### config.mk
export PLATFORM = sky130hd
export DESIGN_NAME = scan_chain_ctrl_flat
export DESIGN_NICKNAME = d
export VERILOG_FILES = /design/src/rtl/scan_pkg.sv /design/src/rtl/scan_chain_ctrl_if.sv /design/src/rtl/scan_shift_reg.sv /design/src/rtl/scan_chain_ctrl.sv /design/src/flat_wrapper.sv
export SDC_FILE = /design/constraint.sdc
export NUM_CORES = 1
export LEC_CHECK = 0
export CAP_MARGIN = 10
export CORE_MARGIN = 2
export CORE_UTILIZATION = 45
export DETAILED_ROUTE_END_ITERATION = 16
export GPL_ROUTABILITY_DRIVEN = 0
export PLACE_DENSITY = 0.73
export SLEW_MARGIN = 20
export SYNTH_ARGS = -nofsm -noshare
export SYNTH_HDL_FRONTEND = slang
export SYNTH_SLANG_ARGS = --single-unit
### constraint.sdc
create_clock -name CK -period 3.2 [get_ports CK]
set_clock_uncertainty 0.1 [all_clocks]
set_input_delay 0.32 -clock CK [delete_from_list [all_inputs] [get_ports CK]]
set_output_delay 0.32 -clock CK [all_outputs]
set_load 0.005 [all_outputs]
### src/rtl/scan_pkg.sv
// Shared types for the scan load/capture/unload controller.
package scan_pkg;

  typedef enum logic [2:0] {
    StIdle,
    StShift,
    StCapture,
    StUnload,
    StFinish
  } scan_state_e;

  function automatic int unsigned cnt_width(input int unsigned chain_len);
    return $clog2(chain_len + 1);
  endfunction

endpackage

### src/rtl/scan_chain_ctrl_if.sv
// Pattern/response and scan-pin bundle between test logic, controller and chain.
interface scan_chain_ctrl_if #(
  parameter int unsigned CHAIN_LEN = 8
);
  logic                 START;
  logic [CHAIN_LEN-1:0] PAT_IN;
  logic                 SO;
  logic                 SE;
  logic                 SI;
  logic [CHAIN_LEN-1:0] CAP_OUT;
  logic                 BUSY;
  logic                 DONE;

  modport master (
    output START, PAT_IN, SO,
    input  SE, SI, CAP_OUT, BUSY, DONE
  );

  modport slave (
    input  START, PAT_IN, SO,
    output SE, SI, CAP_OUT, BUSY, DONE
  );
endinterface

### src/rtl/scan_shift_reg.sv
// Shift register with parallel load, left shift (MSB out) and right shift (serial in at MSB).
module scan_shift_reg #(
  parameter int unsigned Width = 8
) (
  input  logic             clk_i,
  input  logic             clr_i,
  input  logic             load_i,
  input  logic [Width-1:0] load_val_i,
  input  logic             shl_i,
  input  logic             shr_i,
  input  logic             ser_i,
  output logic [Width-1:0] q_o,
  output logic             msb_o
);

  logic [Width-1:0] q_q;

  always_ff @(posedge clk_i) begin
    if (clr_i) begin
      q_q <= '0;
    end else if (load_i) begin
      q_q <= load_val_i;
    end else if (shl_i) begin
      q_q <= {q_q[Width-2:0], 1'b0};
    end else if (shr_i) begin
      q_q <= {ser_i, q_q[Width-1:1]};
    end
  end

  assign q_o   = q_q;
  assign msb_o = q_q[Width-1];

endmodule

### src/rtl/scan_chain_ctrl.sv
// Scan controller: serial load of a pattern, one capture cycle, serial unload of the response.
module scan_chain_ctrl
  import scan_pkg::*;
#(
  parameter int unsigned CHAIN_LEN = 8
) (
  input logic              CK,
  input logic              RST,
  scan_chain_ctrl_if.slave bus
);

  localparam int unsigned CntW = cnt_width(CHAIN_LEN);

  scan_state_e          state_q;
  logic [CntW-1:0]      cnt_q;
  logic                 cnt_last;
  logic                 load_msb;
  logic [CHAIN_LEN-1:0] unload_q;
  logic [CHAIN_LEN-1:0] unused_load_q;
  logic                 unused_unload_msb;

  assign cnt_last = (cnt_q == CntW'(CHAIN_LEN - 1));

  always_ff @(posedge CK) begin
    if (RST) begin
      state_q <= StIdle;
      cnt_q   <= '0;
    end else begin
      unique case (state_q)
        StIdle: begin
          cnt_q <= '0;
          if (bus.START) state_q <= StShift;
        end
        StShift: begin
          if (cnt_last) begin
            state_q <= StCapture;
            cnt_q   <= '0;
          end else begin
            cnt_q <= cnt_q + CntW'(1);
          end
        end
        StCapture: begin
          state_q <= StUnload;
          cnt_q   <= '0;
        end
        StUnload: begin
          if (cnt_last) begin
            state_q <= StFinish;
            cnt_q   <= '0;
          end else begin
            cnt_q <= cnt_q + CntW'(1);
          end
        end
        StFinish: begin
          state_q <= StIdle;
          cnt_q   <= '0;
        end
        default: begin
          state_q <= StIdle;
          cnt_q   <= '0;
        end
      endcase
    end
  end

  scan_shift_reg #(
    .Width(CHAIN_LEN)
  ) u_load_reg (
    .clk_i     (CK),
    .clr_i     (RST),
    .load_i    ((state_q == StIdle) && bus.START),
    .load_val_i(bus.PAT_IN),
    .shl_i     (state_q == StShift),
    .shr_i     (1'b0),
    .ser_i     (1'b0),
    .q_o       (unused_load_q),
    .msb_o     (load_msb)
  );

  scan_shift_reg #(
    .Width(CHAIN_LEN)
  ) u_unload_reg (
    .clk_i     (CK),
    .clr_i     (RST),
    .load_i    (1'b0),
    .load_val_i('0),
    .shl_i     (1'b0),
    .shr_i     (state_q == StUnload),
    .ser_i     (bus.SO),
    .q_o       (unload_q),
    .msb_o     (unused_unload_msb)
  );

  // The tail flop comes out first and ends up at bit 0 of the unload register, so the
  // register is bit-reversed relative to chain position.
  always_comb begin
    bus.CAP_OUT = '0;
    for (int k = 0; k < CHAIN_LEN; k++) begin
      bus.CAP_OUT[k] = unload_q[CHAIN_LEN-1-k];
    end
  end

  always_comb begin
    bus.SE   = (state_q == StShift) || (state_q == StUnload);
    bus.SI   = (state_q == StShift) ? load_msb : 1'b0;
    bus.BUSY = (state_q != StIdle);
    bus.DONE = (state_q == StFinish);
  end

endmodule

### src/flat_wrapper.sv
// flat-port wrapper written by rule: the top's interface ports become plain ports
module scan_chain_ctrl_flat import scan_pkg::*;
#(
  parameter int unsigned CHAIN_LEN = 8
)
  (CK, RST, bus_START, bus_PAT_IN, bus_SO, bus_SE, bus_SI, bus_CAP_OUT, bus_BUSY, bus_DONE);
  scan_chain_ctrl_if #(.CHAIN_LEN(CHAIN_LEN)) bus_i ();
  input logic CK;
  input logic RST;
  input wire logic [$bits(bus_i.START)-1:0] bus_START;
  input wire logic [$bits(bus_i.PAT_IN)-1:0] bus_PAT_IN;
  input wire logic [$bits(bus_i.SO)-1:0] bus_SO;
  output wire logic [$bits(bus_i.SE)-1:0] bus_SE;
  output wire logic [$bits(bus_i.SI)-1:0] bus_SI;
  output wire logic [$bits(bus_i.CAP_OUT)-1:0] bus_CAP_OUT;
  output wire logic [$bits(bus_i.BUSY)-1:0] bus_BUSY;
  output wire logic [$bits(bus_i.DONE)-1:0] bus_DONE;
  assign bus_i.START = bus_START;
  assign bus_i.PAT_IN = bus_PAT_IN;
  assign bus_i.SO = bus_SO;
  assign bus_SE = bus_i.SE;
  assign bus_SI = bus_i.SI;
  assign bus_CAP_OUT = bus_i.CAP_OUT;
  assign bus_BUSY = bus_i.BUSY;
  assign bus_DONE = bus_i.DONE;
  scan_chain_ctrl #(.CHAIN_LEN(CHAIN_LEN)) u_core (.CK(CK), .RST(RST), .bus(bus_i));
endmodule
==> results of run 1 <==
## cell type report
class / count / area [µm²]
clock buffer: 4 / 26.28
sequential: 23 / 460.4
timing repair buffer: 24 / 237.7
tap: 28 / 35.03
multi-input combinational: 65 / 491.7
fill: 205 / 932.1
inverter: 2 / 7.507
## stage by stage
| stage | power (W) | instances |
|---|---|---|
| final | 0.0004942 | 146 |
| after global routing | 0.0005224 | 146 |
| after CTS | 0.0005019 | 146 |
| after detailed placement | 0.0003717 | 142 |
| after global placement | 0.0003697 | 142 |
| after floorplan | 0.0003502 | 100 |
## synth_stat cells (all sizes together)
library cell | number | share of area
or3 | 1 | 0.0073
nand3b | 1 | 0.0073
or4b | 1 | 0.0098
ha | 1 | 0.012
and4b | 1 | 0.0098
inv | 2 | 0.0073
nand3 | 1 | 0.0049
clkbuf | 2 | 0.0073
and2b | 1 | 0.0085
nand2 | 1 | 0.0037
nor2 | 22 | 0.081
o31ai | 1 | 0.0073
xor2 | 2 | 0.017
and3b | 1 | 0.0085
o311a | 1 | 0.011
or3b | 2 | 0.017
buf | 8 | 0.056
mux2i | 15 | 0.15
xnor2 | 1 | 0.0085
or4 | 1 | 0.0085
nor3b | 1 | 0.0073
a21oi | 1 | 0.0049
nor3 | 1 | 0.0049
a211oi | 7 | 0.085
dfxtp | 23 | 0.45
nand4b | 1 | 0.0085
## worst max-delay path: cells and delay by family (launching register included)
kind                   cells  cell delay (ps)
AND/OR/NAND/NOR            2              760
flip-flops                 1              490
buffers and inverters      1              500
## state kept, by name, indices dropped and copies added (netlist names)
register and count:
u_core.u_unload_reg.q_o 8, u_core.state_q 3, u_core.cnt_q 4, u_core.u_load_reg.q_o 8
## metal layers
metal	GRT usage	vias to the layer above	share of wire
met5	0	-	0
met4	0.09211	0	0.028
met3	0.03448	4	0.040
met2	0.2479	19	0.45
met1	0.1805	328	0.48
li1	-	379	-
## report_power, final
group | switching [W] | internal, W
Combinational | 0.0000260 | 0.0000351
Sequential | 0.00000669 | 0.000297
Clock | 0.0000813 | 0.0000486
## placed cells by master, fill, tap and decap left out, types with 2 or more instances in the layout
master	Yosys	routed
clkdlybuf4s50_1	0	23
or3b_2	2	2
a211oi_2	7	7
dfxtp_1	23	23
clkbuf_4	0	3
nor2_1	22	22
mux2i_1	15	15
inv_1	2	2
xor2_1	2	2
## kinds of logic (layout without fill, tap and decap cells)
kind of cell    Yosys count  count (layout)  synth area share
fa+ha+maj                 1               1           0.01221
compound gates           10              10            0.1087
buf+inv                  12              30           0.07082
mux                      15              15            0.1465
flops                    23              23            0.4493
simple gates             36              36            0.1868
xor+xnor                  3               3           0.02565
## worst max path at each step
stage / start / slack (ps) / depth (start not counted) / end
floorplan: u_core.state_q[0] / 1620 / 6 / u_core.u_load_reg.q_o[4]
global placement: u_core.state_q[0] / 1080 / 3 / bus_SI
detailed placement: u_core.state_q[0] / 1080 / 3 / bus_SI
CTS: u_core.state_q[0] / 710 / 3 / bus_SI
global route: u_core.state_q[0] / 600 / 3 / bus_SI
finish: u_core.state_q[0] / 730 / 3 / bus_SI
==> flow_summary.yaml, run 1 <==
grt:
  grt_pass1_vias: 734
  antenna_found_initial: 0
  overflow: 0
  grt_use_total: 0.1518
  grt_first_pass_wirelength_um: 2980
  grt_max_degree: 21
timing:
  slew_viol_final: 0
  fmax_mhz: 404.7
  setup_viol: 0
  setup-tns-final_ps: 0
  rsz0062_at_grt: "false"
  relSlewSlack: 0.6485
  setup_ws_ps: 729.3
  min_period_ps: 2471
  period_share: 0.7721
  worstMarginPinSlew_ps: 527.2
  fin_worst_hold_slack_ps: 356.5
  hold_viol_final: 0
detailed_routing:
  drc: 0
  antenna_left: 0
  viasPerCell: 5.000
  vias: 730
  drt-initial-drc-count: 6
  wl_per_cell_um: 11.23
  firstDrtPassIters: 4
  drt-total-wl_um: 1640
worst_setup_path:
  path_cells: "or3b_2 -> nor2_1 -> clkdlybuf4s50_1"
  critPathArrivalTime_ps: 2050
  crit_type: "register to output pin"
  r2r_setup_slack_ps: 1480
  slowest_delay_ps: 630
  rr_worst_depth: 3
  r2r_start: "u_core.state_q[0]"
  critPathLaunchType: "register"
  setup.worst_path.end_class: "output pin"
  cp_max_fo: 10
  critPathRequiredTime_ps: 2780
  critPathSlowestCell: "or3b_2"
  r2r-end: "u_core.u_load_reg.q_o[1]"
layout:
  antenna_cells: 0
  layout-area-overhead-vs-synth_pct: 22.83
  finalNetCount: 132
  drive_gt1_frac: 0.1441
  final_area_mm2: 0.001259
  final_util: 0.5745
hold_path:
  min_to: "u_core.cnt_q[0]"
  min_from: "u_core.cnt_q[0]"
  min_path_type: "register to register"
  min_path_cells: 1
placed_design:
  dp_slack_ps: 1075
  port_buffers: 23
  placed_cell_area_mm2: 0.001232
  hpwl_um: 1196
synth:
  synth_area_mm2: 0.001025
  ys_types: 28
  synth_warnings: 0
  ys_seq_area_frac: 0.4493
  syn_inst: 100
  ys_ff_latch: 23
  avgSynthCellArea_um2: 10.25
  synthesis.nets: 113
clocking:
  htree_levels: 1
  numCtsBuffers: 3
  holdBufCountCts: 0
  cts.sinks: 23
  root_buffer: "clkbuf_4"
  post_cts_buffers: 0
  cts.path.max_buffers: 2
  clock_latency_ps: 300
  cts_tree: "yes"
  path_clk_slew_ps: 120
  cts.repair.resized: 0
floorplanning:
  pin_count: 24
  die_h_um: 51.72
  die_w_um: 51.72
  dieArea_mm2: 0.002675
  rows: 17
  core-area_mm2: 0.002191
  initial_core_util: 0.4677
power_and_ir_drop:
  leakage_nw: 0.5469
  vdd_drop_max_mv: 0.2407
  p_per_area_mw_per_mm2: 392.6
run_status:
  status: "finished, final reports clean"
flow_run:
  maxCapViolations: 0
No activity file was read; power rests on OpenSTA's default activity.
==> run 2, diff against run 1 <==
--- a/config.mk
+++ b/config.mk
@@ -7,7 +7,7 @@
 export LEC_CHECK = 0
 export CAP_MARGIN = 10
 export CORE_MARGIN = 2
-export CORE_UTILIZATION = 45
+export CORE_UTILIZATION = 43
 export DETAILED_ROUTE_END_ITERATION = 16
 export GPL_ROUTABILITY_DRIVEN = 0
 export PLACE_DENSITY = 0.73
==> constraint.sdc (replaced) <==
create_clock -name CK -period 2.19 [get_ports CK]
set_clock_uncertainty 0.1 [all_clocks]
set_input_delay 0.219 -clock CK [delete_from_list [all_inputs] [get_ports CK]]
set_output_delay 0.219 -clock CK [all_outputs]
set_load 0.005 [all_outputs]
==> flow_summary.yaml, run 2 (synthesized netlist as in run 1, its figures left out) <==
floorplanning:
  pin_count: 24
  rows: 17
  dieArea_mm2: 0.002789
  initial_core_util: 0.4588
  die_w_um: 52.82
  die_h_um: 52.82
  core-area_mm2: 0.002233
timing:
  slew_viol_final: 0
  period_share: 0.9589
  rsz0062_at_grt: "false"
  min_period_ps: 2100
  setup_viol: 0
  setup-tns-final_ps: 0
  fin_worst_hold_slack_ps: 355.6
  fmax_mhz: 476.2
  relSlewSlack: 0.6735
  hold_viol_final: 0
  worstMarginPinSlew_ps: 488.2
  setup_ws_ps: 90.12
worst_setup_path:
  worstSetupStartpoint: "u_core.state_q[2]"
  crit_type: "register to output pin"
  path_cells: "or3b_2 -> nor2_1 -> clkdlybuf4s50_1"
  critPathArrivalTime_ps: 1780
  cp_max_fo: 10
  critPathSlowestCell: "or3b_2"
  slowest_delay_ps: 500
  critPathLaunchType: "register"
  setup.worst_path.end_class: "output pin"
  critPathRequiredTime_ps: 1870
  r2r_start: "u_core.state_q[2]"
detailed_routing:
  drt-initial-drc-count: 3
  wl_per_cell_um: 11.37
  firstDrtPassIters: 2
  drt-total-wl_um: 1706
  viasPerCell: 5.020
  drc: 0
  vias: 753
  antenna_left: 0
power_and_ir_drop:
  intPower_w: 0.0005601
  p_clk_frac: 0.255
  combPwrFrac: 0.135
  p_switching_w: 0.0001627
  p_per_area_mw_per_mm2: 560.4
  vdd_drop_max_mv: 0.3519
  sw_frac_of_total: 0.2251
  p_seq_frac: 0.610
  leakage_nw: 0.5671
clocking:
  cts.sinks: 23
  cts_tree: "yes"
  root_buffer: "clkbuf_4"
  cts.repair.resized: 0
  path_clk_slew_ps: 110
  post_cts_buffers: 0
  htree_levels: 1
  numCtsBuffers: 3
  holdBufCountCts: 0
  cts.path.max_buffers: 2
  clock_latency_ps: 300
placed_design:
  placed_cell_area_mm2: 0.001262
  dp.cells: 146
  dp_slack_ps: 370.1
  hpwl_um: 1282
  port_buffers: 23
layout:
  final_cell_mix: "23 x clkdlybuf4s50_1, 22 x nor2_1, 22 x dfxtp_1"
  mostFrequentLayoutCell: "clkdlybuf4s50_1"
  drive_gt1_frac: 0.1803
  multi_input_area_um2: 491.7
  layout-area-overhead-vs-synth_pct: 25.89
  antenna_cells: 0
  finalNetCount: 136
  seq_area_um2: 461.7
  fin_cells: 150
  nFillCells: 213
  final_area_mm2: 0.001290
grt:
  grt_pass1_vias: 684
  antenna_found_initial: 0
  grt_max_degree: 20
  overflow: 0
  grt_use_total: 0.1374
  grt_first_pass_wirelength_um: 2746
run_status:
  status: "finished, final reports clean"
hold_path:
  min_path_type: "register to register"
  min_from: "u_core.cnt_q[0]"
flow_run:
  maxCapViolations: 0
-- run 2: stage by stage --
step / total power [W] / util
2_1_floorplan: 0.0005117 / -
3_3_place_gp: 0.0005465 / 0.5653
3_5_place_dp: 0.0005491 / 0.5653
4_1_cts: 0.0007378 / 0.5770
5_1_grt: 0.0007659 / 0.5776
6_report: 0.0007229 / 0.5776
-- run 2: power by group through the flow --
stage | logic, W | registers (W) | clock network (W)
6_report | 0.0000975 | 0.000441 | 0.000184
3_3_place_gp | 0.0000966 | 0.000450 | 0
3_5_place_dp | 0.0000985 | 0.000451 | 0
2_1_floorplan | 0.0000635 | 0.000448 | 0
4_1_cts | 0.0000991 | 0.000441 | 0.000198
5_1_grt | 0.000107 | 0.000443 | 0.000215
-- run 2: critical path: cells and delay by family (launching register included) --
kind	cells	cell delay (ps)
and+or+nand+nor	2	600
buffers and inverters	1	500
DFF	1	380
-- run 2: final cells by class --
| cell class | instances | area share |
|---|---|---|
| clock buffer | 4 | 0.02037 |
| multi-input combinational | 65 | 0.3812 |
| tap | 28 | 0.02716 |
| sequential | 23 | 0.3579 |
| inverter | 2 | 0.005820 |
| timing repair buffer | 28 | 0.2076 |
-- run 2: routing by layer --
metal	vias up	track usage	routed length, µm
li1	390	-	-
met1	345	0.1637	770
met2	14	0.2229	828
met3	4	0.02571	74
met4	0	0.08974	33
met5	-	0	0
-- run 2: path summary, 6_finish.rpt --
check,end,slack (ps),depth (start not counted)
worst max-delay path,bus_SI,90,3
worst min-delay path,u_core.cnt_q[0],360,1
worst max register to register,u_core.u_load_reg.q_o[6],580,4
worst min register to register,u_core.cnt_q[0],360,1
